## src/rtl/alu_instr_sequencer.sv

```systemverilog
// Hardwired fetch/decode/execute control sequencer for the DataPath: one control
// step per clock, memory wait-states, and two-step HI/LO write-back for MUL/DIV.
module alu_instr_sequencer #(
    parameter int             NUM_REGS    = 16,
    parameter int             OPW         = 5,
    parameter logic [OPW-1:0] MUL_OPC     = 5'b01111,
    parameter logic [OPW-1:0] DIV_OPC     = 5'b10000,
    parameter logic [OPW-1:0] NEG_OPC     = 5'b10001,
    parameter logic [OPW-1:0] NOT_OPC     = 5'b10010,
    parameter logic [OPW-1:0] MAX_BIN_OPC = 5'b01110,
    parameter int             CNT_W       = 16
) (
    input  logic                clk,
    input  logic                clear,
    input  logic                start,
    input  logic                mem_ready,
    input  logic [31:0]         IR,
    output logic                PCout,
    output logic                MARin,
    output logic                IncPC,
    output logic                Zin,
    output logic                PCin,
    output logic                Read,
    output logic                MDRin,
    output logic                MDRout,
    output logic                IRin,
    output logic                Yin,
    output logic                Zlowout,
    output logic                Zhighout,
    output logic                LOin,
    output logic                HIin,
    output logic [NUM_REGS-1:0] Rin,
    output logic [NUM_REGS-1:0] Rout,
    output logic [OPW-1:0]      Operator,
    output logic                busy,
    output logic                done,
    output logic                illegal,
    output logic [CNT_W-1:0]    retired
);

    typedef enum logic [3:0] {
        ST_IDLE = 4'd0,
        ST_T0   = 4'd1,
        ST_T1   = 4'd2,
        ST_TW   = 4'd3,
        ST_T2   = 4'd4,
        ST_T3   = 4'd5,
        ST_T4   = 4'd6,
        ST_T5   = 4'd7,
        ST_T6   = 4'd8,
        ST_DONE = 4'd9
    } state_t;

    state_t           state_r;
    logic             illegal_r;
    logic [CNT_W-1:0] retired_r;

    logic [OPW-1:0] opcode_s;
    logic [3:0]     ra_s;
    logic [3:0]     rb_s;
    logic [3:0]     rc_s;
    logic           is_muldiv_s;
    logic           is_binary_s;
    logic           is_unary_s;
    logic           bad_s;
    logic           unused_ir_s;

    // One-hot register select; a field outside the register file selects nothing.
    function automatic logic [NUM_REGS-1:0] reg_sel(input logic [3:0] field);
        logic [NUM_REGS-1:0] one_v;
        one_v = {{(NUM_REGS-1){1'b0}}, 1'b1};
        return one_v << field;
    endfunction

    function automatic logic reg_ok(input logic [3:0] field);
        return (32'(field) < NUM_REGS);
    endfunction

    assign opcode_s    = OPW'(IR[31:27]);
    assign ra_s        = IR[26:23];
    assign rb_s        = IR[22:19];
    assign rc_s        = IR[18:15];
    assign unused_ir_s = ^IR[14:0];

    // Instruction class and legality; Ra is don't-care for MUL/DIV since the result lands in HI/LO.
    always_comb begin
        is_muldiv_s = (opcode_s == MUL_OPC) || (opcode_s == DIV_OPC);
        is_binary_s = (opcode_s <= MAX_BIN_OPC) || is_muldiv_s;
        is_unary_s  = (opcode_s == NEG_OPC) || (opcode_s == NOT_OPC);
        if (is_binary_s) begin
            bad_s = !reg_ok(rb_s) || !reg_ok(rc_s) || (!is_muldiv_s && !reg_ok(ra_s));
        end else if (is_unary_s) begin
            bad_s = !reg_ok(ra_s) || !reg_ok(rb_s);
        end else begin
            bad_s = 1'b1;
        end
    end

    // Control-step sequencing, sticky illegal flag and retired-instruction counter.
    always_ff @(posedge clk) begin
        if (clear) begin
            state_r   <= ST_IDLE;
            illegal_r <= 1'b0;
            retired_r <= '0;
        end else begin
            case (state_r)
                ST_IDLE: begin
                    if (start) begin
                        state_r   <= ST_T0;
                        illegal_r <= 1'b0;
                    end else begin
                        state_r   <= ST_IDLE;
                    end
                end
                ST_T0: state_r <= ST_T1;
                ST_T1: state_r <= mem_ready ? ST_T2 : ST_TW;
                ST_TW: state_r <= mem_ready ? ST_T2 : ST_TW;
                ST_T2: state_r <= ST_T3;
                ST_T3: begin
                    if (bad_s) begin
                        illegal_r <= 1'b1;
                        state_r   <= ST_DONE;
                    end else begin
                        state_r   <= ST_T4;
                    end
                end
                ST_T4: state_r <= ST_T5;
                ST_T5: state_r <= is_muldiv_s ? ST_T6 : ST_DONE;
                ST_T6: state_r <= ST_DONE;
                ST_DONE: begin
                    if (!illegal_r) begin
                        retired_r <= retired_r + CNT_W'(1);
                    end else begin
                        retired_r <= retired_r;
                    end
                    state_r <= ST_IDLE;
                end
                default: state_r <= ST_IDLE;
            endcase
        end
    end

    // DataPath strobes decoded from the current control step and the IR.
    always_comb begin
        PCout    = 1'b0;
        MARin    = 1'b0;
        IncPC    = 1'b0;
        Zin      = 1'b0;
        PCin     = 1'b0;
        Read     = 1'b0;
        MDRin    = 1'b0;
        MDRout   = 1'b0;
        IRin     = 1'b0;
        Yin      = 1'b0;
        Zlowout  = 1'b0;
        Zhighout = 1'b0;
        LOin     = 1'b0;
        HIin     = 1'b0;
        Rin      = '0;
        Rout     = '0;
        Operator = '0;
        busy     = 1'b0;
        done     = 1'b0;
        case (state_r)
            ST_IDLE: busy = 1'b0;
            ST_T0: begin
                busy  = 1'b1;
                PCout = 1'b1;
                MARin = 1'b1;
                IncPC = 1'b1;
                Zin   = 1'b1;
            end
            ST_T1: begin
                busy    = 1'b1;
                Zlowout = 1'b1;
                PCin    = 1'b1;
                Read    = 1'b1;
                MDRin   = 1'b1;
            end
            ST_TW: begin
                busy  = 1'b1;
                Read  = 1'b1;
                MDRin = 1'b1;
            end
            ST_T2: begin
                busy   = 1'b1;
                MDRout = 1'b1;
                IRin   = 1'b1;
            end
            ST_T3: begin
                busy = 1'b1;
                if (!bad_s && is_binary_s) begin
                    Rout = reg_sel(rb_s);
                    Yin  = 1'b1;
                end else begin
                    Rout = '0;
                    Yin  = 1'b0;
                end
            end
            ST_T4: begin
                busy     = 1'b1;
                Operator = opcode_s;
                Zin      = 1'b1;
                if (is_binary_s) begin
                    Rout = reg_sel(rc_s);
                end else begin
                    Rout = reg_sel(rb_s);
                end
            end
            ST_T5: begin
                busy    = 1'b1;
                Zlowout = 1'b1;
                if (is_muldiv_s) begin
                    LOin = 1'b1;
                end else begin
                    Rin  = reg_sel(ra_s);
                end
            end
            ST_T6: begin
                busy     = 1'b1;
                Zhighout = 1'b1;
                HIin     = 1'b1;
            end
            ST_DONE: begin
                busy = 1'b1;
                done = 1'b1;
            end
            default: busy = 1'b0;
        endcase
    end

    assign illegal = illegal_r;
    assign retired = retired_r;

endmodule

```

## config.mk

```make
export PLATFORM = sky130hd
export DESIGN_NAME = alu_instr_sequencer
export DESIGN_NICKNAME = d
export VERILOG_FILES = /design/src/rtl/alu_instr_sequencer.sv
export SDC_FILE = /design/constraint.sdc
export NUM_CORES = 1
export LEC_CHECK = 0
export BUFFER_PORTS_ARGS = -buffer_cell sky130_fd_sc_hd__clkbuf_2
export CORE_MARGIN = 1
export CORE_UTILIZATION = 43
export DETAILED_ROUTE_END_ITERATION = 10
export PLACE_DENSITY = 0.8
export SYNTH_ARGS = -nofsm -noshare
export SYNTH_HDL_FRONTEND = slang
export SYNTH_SLANG_ARGS = --single-unit
```

## constraint.sdc

```tcl
create_clock -name clk -period 2.55 [get_ports clk]
set_input_delay 0.255 -clock clk [delete_from_list [all_inputs] [get_ports clk]]
set_output_delay 0.255 -clock clk [all_outputs]
set_load 0.02 [all_outputs]
```

# == Yosys cells after proc, flatten, opt, wreduce, memory -nomap -nowiden ==
# Index checks and enable logic that the tools add are counted.
# totals
wordCells,66
in_bits,36
register_bits,21
out_inout_bits,70
# op_classes
add_sub_neg,1
n_shift,3
order_cmp,1
n_eq_ne,15
n_reduce_logical,13
n_mux,29
bitwise,1
# ops
cell,count
16-bit 2-to-1 mux,4
1-bit by 4-bit left shift with 16-bit output (first input constant),3
16-bit case mux with 2 select lines,1
4-bit case mux with 8 select lines,1
1-bit 2-to-1 mux,19
16-bit by 1-bit adder with 16-bit output (second input constant),1
4-bit by 3-bit == test with 1-bit output (second input constant),4
5-bit == test (second input constant),3
9-bit OR reduction,1
4-bit by 2-bit == test with 1-bit output (second input constant),2
4-bit == test (second input constant),2
2-bit OR reduction,3
5-bit by 4-bit == test with 1-bit output (second input constant),1
5-bit by 4-bit less-or-equal comparator with 1-bit output (second input constant),1
5-bit 2-to-1 mux,1
4-bit by 1-bit == test with 1-bit output (second input constant),1
4-bit logical NOT,1
4-bit 2-to-1 mux,1
2-bit != test (second input constant),2
1-bit logical OR,3
3-bit 2-to-1 mux,1
3-bit AND reduction,1
1-bit case mux with 2 select lines,1
2-bit AND reduction,1
other kinds (4),4

# == Longest topological paths before layout ==
# Gate-level depths: netlist of the first run.
# depth
word_depth,8
mapped_depth,7
mapped_depth_nobuf,5

# == Worst setup path after synthesis of the first run ==
# No wires, ideal clock.
# synth_timing
path_kind,register -> output
start,register state_r[0]
end,output Rin[8]
path_stages_with_launch,6
path_slack_ps,412
arrival_time_ps,1883
cell_sequence,dfxtp_1 > clkbuf_1 > nand4b_1 > a221oi_1 > nand3b_1 > nor3_1
# synth_between
elab_chain_cells,2
# synth_lines
item,line_no,source
start: declaration,54,state_t state_r;
start signal: assignment,116,ST_T1: state_r <= mem_ready ? ST_T2 : ST_TW;
start signal: assignment,117,ST_TW: state_r <= mem_ready ? ST_T2 : ST_TW;
start signal: assignment,128,ST_T5: state_r <= is_muldiv_s ? ST_T6 : ST_DONE;
4-bit by 3-bit == test with 1-bit output,164,case (state_r)
16-bit 2-to-1 mux,164,
end: declaration,32,"output logic [NUM_REGS-1:0] Rin,"
# Every way passes these cells.

# == Worst setup path after layout of the first run ==
# layout_timing
start,register state_r[2]
end,output Rout[13]
# layout_between
elab_chain_cells,2
elab_cells_between_ends,3
# layout_lines
item,line_no,source
4-bit by 3-bit == test with 1-bit output,164,
16-bit case mux with 2 select lines *,164,
end: declaration,33,"output logic [NUM_REGS-1:0] Rout,"
# Mark *: on every way between the ends. The rest lies on a longest branch, timed or not.

==> results of run 1 <==
-- cell families after synthesis --
| kind of cell | after synthesis | synth area share |
|---|---|---|
| DFF | 21 | 0.245 |
| buffers and inverters | 18 | 0.0554 |
| xor gates and xnor gates | 10 | 0.0510 |
| and+or+nand+nor | 147 | 0.446 |
| adders and majority gates | 1 | 0.00728 |
| AOI/OAI and AO/OA | 44 | 0.189 |
| muxes | 1 | 0.00583 |
-- sequential cells by signal, summed over array words and instances, names as in the netlist --
register,count
retired,16
state_r,4
illegal,1
-- layout make-up --
cell class | count | area [um^2] | area share
inverter | 5 | 18.8 | 0.00839
sequential | 21 | 420 | 0.188
tap | 48 | 60.1 | 0.0269
timing repair buffer | 93 | 473 | 0.212
clock buffer | 4 | 45.0 | 0.0201
multi-input combinational | 203 | 1220 | 0.545
-- report_power, final --
part / internal [uW] / total (uW) / switching (uW)
clock network: 111 / 215 / 104
logic: 61.2 / 170 / 109
registers: 333 / 349 / 15.9
-- routing by layer --
| metal | up-vias | part of all wire | GRT usage |
|---|---|---|---|
| li1 | 1052 | - | - |
| met1 | 940 | 0.43 | 0.275 |
| met3 | 9 | 0.090 | 0.0330 |
| met5 | - | 0 | 0 |
| met2 | 117 | 0.47 | 0.380 |
| met4 | 0 | 0.013 | 0.0679 |
-- layout by cell type, fill, tap and decap left out, types with 2 or more instances in the layout --
| cell type | count |
|---|---|
| dfxtp_1 | 21 |
| nor3b_2 | 2 |
| o221ai_1 | 16 |
| xnor2_1 | 7 |
| nor3b_1 | 5 |
| nand2b_1 | 4 |
| buf_4 | 3 |
| nor2_1 | 35 |
| nor4_1 | 3 |
| xor2_1 | 3 |
| o21ai_0 | 8 |
| a21oi_1 | 8 |
| and3_1 | 4 |
| a22oi_1 | 2 |
| nand3b_1 | 5 |
| o41a_1 | 2 |
| nor3_1 | 10 |
| and2_1 | 11 |
| inv_1 | 5 |
| or3_1 | 3 |
| nand3_1 | 8 |
| o31a_1 | 2 |
| nand2_1 | 37 |
| clkbuf_2 | 90 |
| nand4_1 | 5 |
| nand4b_1 | 2 |
| nor2b_1 | 5 |
| clkbuf_8 | 3 |
-- metrics by stage --
stage	worst slack [ns]	instance area, um^2	std cells	power (uW)
global route	0.00348	2240	374	771
finish	0.0678	2240	374	735
global placement	0.385	2170	370	523
CTS	0.0310	2220	374	743
detailed placement	0.332	2170	370	524
floorplan	0.412	1720	242	471
-- final timing paths --
path | end | slack [ns]
max | Rout[13] | 0.07
min | state_r[2]$_SDFF_PP0_ | 0.25
max reg2reg | retired[15]$_SDFFE_PP0P_ | 0.35
min reg2reg | retired[15]$_SDFFE_PP0P_ | 0.49
-- cell usage after synthesis, types with 2 or more instances --
library cell	number	area (um^2)
a21oi_1	8	40.0
a22oi_1	2	15.0
and2_1	11	68.8
and3_1	4	25.0
buf_4	5	37.5
clkbuf_1	6	22.5
dfxtp_1	21	420
inv_1	5	18.8
nand2_1	37	139
nand2b_1	4	25.0
nand3_1	8	40.0
nand3b_1	5	37.5
nand4_1	5	31.3
nand4b_1	2	17.5
nor2_1	35	131
nor2b_1	5	31.3
nor3_1	10	50.1
nor3b_1	7	52.6
nor4_1	3	18.8
o21ai_0	8	40.0
o221ai_1	16	140
o31a_1	2	17.5
o41a_1	2	22.5
or3_1	3	18.8
xnor2_1	7	61.3
xor2_1	3	26.3
-- critical path: stages, from the launching register on --
cell and delay, ns:
dfxtp_1 0.49, or4bb_1 0.59, nor3b_1 0.44, nand2_1 0.14
o221ai_1 0.10, clkbuf_2 0.20
==> metrics.txt, run 1 <==
status=finished, final reports clean; startpoint types=flop; fraction of layout cells with a size suffix above 1=0.310; gpl congestion=approximately 0.88; Overall Global Routing Usage=0.219; Most used DFF post-synth=dfxtp_1; FILL cells=about 380; Synthesized Nets=279; clock sinks=21; Tmin final=2.48 ns; sequential share of the synthesized area=0.245; kind of critical path=reg -> out; # diodes=0; Boundary Pins=roughly 110; hold buffer count at CTS=0; vias=approximately 2100; Syn Inst Count=between 200 and 250; Worst-Margin Slew=roughly 0.47 ns; area of the mapped netlist=about 1700 um^2; CTS Buf Count=3; Hold Path Cell Cnt=2; WHS=roughly 0.25 ns; number of global-route vias before repair=1792; total negative slack=0 ns; drt via density=between 5 and 6; htree depth=1; final slew viol count=0; Min-Delay Startpoint=mem_ready; initial antenna violation count=0; initial drt markers=approximately 180; power per standard cell area=329 nW/um^2; latest clock arrival within the worst-skew pair=between 0.2 and 0.3 ns; fin crit share=0.973; R2R depth=4; die span in y=about 65 um; fmax=slightly above 0.4 GHz; post-route ant nets=0; setup violators final=0; final wirelength=a little under 5000 um; Hold Fails Final Rpt=0; Worst EP required=around 2.3 ns; max_cap viols=0; ys async rst share=0; Max rail drop VDD=between 0.2 and 0.3 mV; Area Overhead vs Synth=30.2%; CTS max path bufs=2; number of synthesized flops with an enable pin=0; gr ovfl total=0; Rows=22; Worst EP arrival=around 2.2 ns; leak pwr=a little under 0.001 uW; Initial Utilization=0.459; largest net degree at the start of global routing=23; global-route wire length before repair=about 7600 um; clock-pin slew on the worst setup and hold paths=approximately 0.070 ns; count of input and output buffers=90; RSZ-0062 raised after global routing=false; post-CTS resize count=0; Hold Path Class=in -> reg; flip-flop and latch count after synthesis=21; die footprint=around 4300 um^2; setup skew after layout=0.00248 ns; postcts setup bufs=0; Core ar.=roughly 3700 um^2; Yosys cell types=44; crit-path max FO=10; CTS tree=yes; Slew HR=0.686; DRC violations left=0; fin util=0.597; Nets=approximately 360; Reg2Reg Launch Point=state_r[3]$_SDFF_PP0_; Crit. End Element=output pin; post-DR wirelength/cell=12.9 um; hpwl dp=3750 um; CTS root buf=clkbuf_8; Ys Warns=0; synthesized area per cell=~7.1 um^2; Die Wd=around 65 um; drt first pass iters=6; CP startpoint=state_r[2]$_SDFF_PP0_
Note: power is estimated with default switching activity, not from simulation.
==> run 2: changes to the inputs <==
Settings changed: CORE_UTILIZATION 43 to 35, PLACE_DENSITY 0.8 to 0.67, SKIP_CTS_REPAIR_TIMING set to 1.
==> run 2 against run 1 <==
  * First-iteration DRC count fell by 32%
  * Global-route usage shrank 4.2 points
  * Utilization fell by 12 points
  * Non-clock buffer count stayed put
  * Combinational power is essentially flat
  * Via count shrank 1.3%
  * Clock skew is 0.0026 ns higher
  * Maximum frequency rose by 3.4%
  * Register-to-register slack about the same
  * Cell count is 5.1% higher
  * Total power is 0.69% higher
  * Largest power group unchanged
==> metrics.txt, run 2 (synthesis gave the netlist of run 1 again) <==
Hold Path Class=in -> reg; Max rail drop VDD=0.278 mV; Hold Path Cell Cnt=2; FF-to-FF setup slack=0.35 ns; CTS root buf=clkbuf_8; Hold Fails Final Rpt=0; Area Overhead vs Synth=31.6%; crit-path max FO=10; power per standard cell area=around 330 nW/um^2; RSZ-0062 raised after global routing=false; Seq. cell area=approximately 420 um^2; Slew HR=0.683; Nets=approximately 360; CTS Buf Count=3; FILL cells=~490; die span in y=approximately 72 um; most frequent cells in the layout=clkbuf_2 (90), nand2_1 (37), nor2_1 (35), dfxtp_1 (21), o221ai_1 (16); die footprint=approximately 5200 um^2; Largest register FFs=16; post-route ant nets=0; Critical Path, Cell by Cell=or4bb_1, nor3b_2, nand2_1, o221ai_1, clkbuf_2; global-route wire length before repair=7500 um; final slew viol count=0; total negative slack=0 ns; status=finished, final reports clean; Crit. End Element=output pin; Die Wd=between 70 and 80 um; drt via density=between 5 and 6; CTS tree=yes; count of input and output buffers=90; hpwl dp=3730 um; Min-Delay Startpoint=mem_ready; area of the multi-input gates=roughly 1200 um^2; post-DR wirelength/cell=about 12 um; Core ar.=between 4000 and 5000 um^2; most common cell after layout, fill and taps aside=clkbuf_2; CTS max path bufs=2; setup skew after layout=~0.005 ns; Worst-Margin Slew=between 0.4 and 0.5 ns; fin crit share=0.941; latest clock arrival within the worst-skew pair=between 0.2 and 0.3 ns; initial drt markers=between 100 and 150; fraction of layout cells with a size suffix above 1=0.313; htree depth=1; Worst path max stage delay=~0.6 ns; setup violators final=0; initial antenna violation count=0; switching share of total power=0.320; r2r endpoint=retired[15]$_SDFFE_PP0P_; kind of critical path=reg -> out; R2R depth=4; number of global-route vias before repair=around 1700; Worst EP required=between 2 and 2.5 ns; max_cap viols=0; final wirelength=roughly 4700 um; vias=roughly 2100; clock-pin slew on the worst setup and hold paths=0.08 ns; fmax=between 0.4 and 0.5 GHz; Area after DPL=~2200 um^2; drt first pass iters=4; Net Sw Power=236 uW; Boundary Pins=about 110; Slowest-stage cell, CP=or4bb_1; clock sinks=21; startpoint types=flop; Initial Utilization=0.364; Rows=25; gr ovfl total=0; leak pwr=0.000969 uW; # diodes=0; post-route cell area=roughly 2300 um^2; Reg2Reg Launch Point=state_r[3]$_SDFF_PP0_; Logic pwr share=0.231; Flop pwr share=0.473; DRC violations left=0; Worst EP arrival=around 2.2 ns; clock network power share=0.296; gpl congestion=between 0.9 and 1; Overall Global Routing Usage=0.177; hold path endpoint=state_r[2]$_SDFF_PP0_; largest net degree at the start of global routing=23; Tmin final=between 2 and 2.5 ns; Int Pwr=roughly 500 uW
[run 2: cell count changes in the layout (fill, tap and decap cells not counted), sizes merged]
cell / delta
clkbuf: -1
clkinv: +1
[run 2: cell type report]
type,instances,area share
clock buffers,3,0.0183
clock inverters,1,0.00221
inverters,5,0.00830
multi-input cells,203,0.539
flip-flops and latches,21,0.186
well taps,67,0.0371
repair buffers,93,0.209
[run 2: worst max-delay path by stage]
stage	from	endpoint	slack (ns)	cells past startpoint
3_5_place_dp	state_r[2]$_SDFF_PP0_	Rout[3]	0.33	5
4_1_cts	state_r[2]$_SDFF_PP0_	Rout[3]	0.03	5
6_report	state_r[2]$_SDFF_PP0_	Rout[3]	0.15	5
3_3_place_gp	state_r[2]$_SDFF_PP0_	Rout[2]	0.41	5
5_1_grt	state_r[2]$_SDFF_PP0_	Rout[8]	0.03	5
2_1_floorplan	state_r[0]$_SDFF_PP0_	Rin[8]	0.41	5
[run 2: critical path: cells and delay by family, from the launching register on]
| family | cells | cell delay, ns |
|---|---|---|
| AO/OA/AOI/OAI | 1 | 0.11 |
| flip-flops | 1 | 0.50 |
| AND/OR/NAND/NOR | 3 | 1.07 |
| buffers and inverters | 1 | 0.20 |
[run 2: through the flow]
| step | hold WS (ns) | total power (uW) | utilization | setup WS [ns] | std cells |
|---|---|---|---|---|---|
| finish | 0.258 | 740 | 0.479 | 0.150 | 393 |
| global route | 0.264 | 784 | 0.479 | 0.0329 | 393 |
| CTS | 0.247 | 744 | 0.475 | 0.0274 | 393 |
| detailed placement | 0.487 | 526 | 0.465 | 0.334 | 389 |
| global placement | 0.470 | 525 | 0.465 | 0.406 | 389 |
| floorplan | 0.380 | 471 | - | 0.412 | 242 |
[run 2: power by group through the flow]
stage                     Sequential (uW)  Combinational [uW]  Clock [uW]
final                                 350                 171         219
after global routing                  352                 188         244
after CTS                             349                 170         225
after detailed placement              357                 169           0
after global placement                357                 168           0
after floorplan                       344                 127           0
[run 2: per-layer routing]
layer / GRT usage / share of wire / up-vias
li1: - / - / 1052
met1: 0.250 / 0.47 / 943
met2: 0.287 / 0.46 / 91
met3: 0.0319 / 0.064 / 4
met4: 0.0261 / 0.0051 / 0
met5: 0 / 0 / -
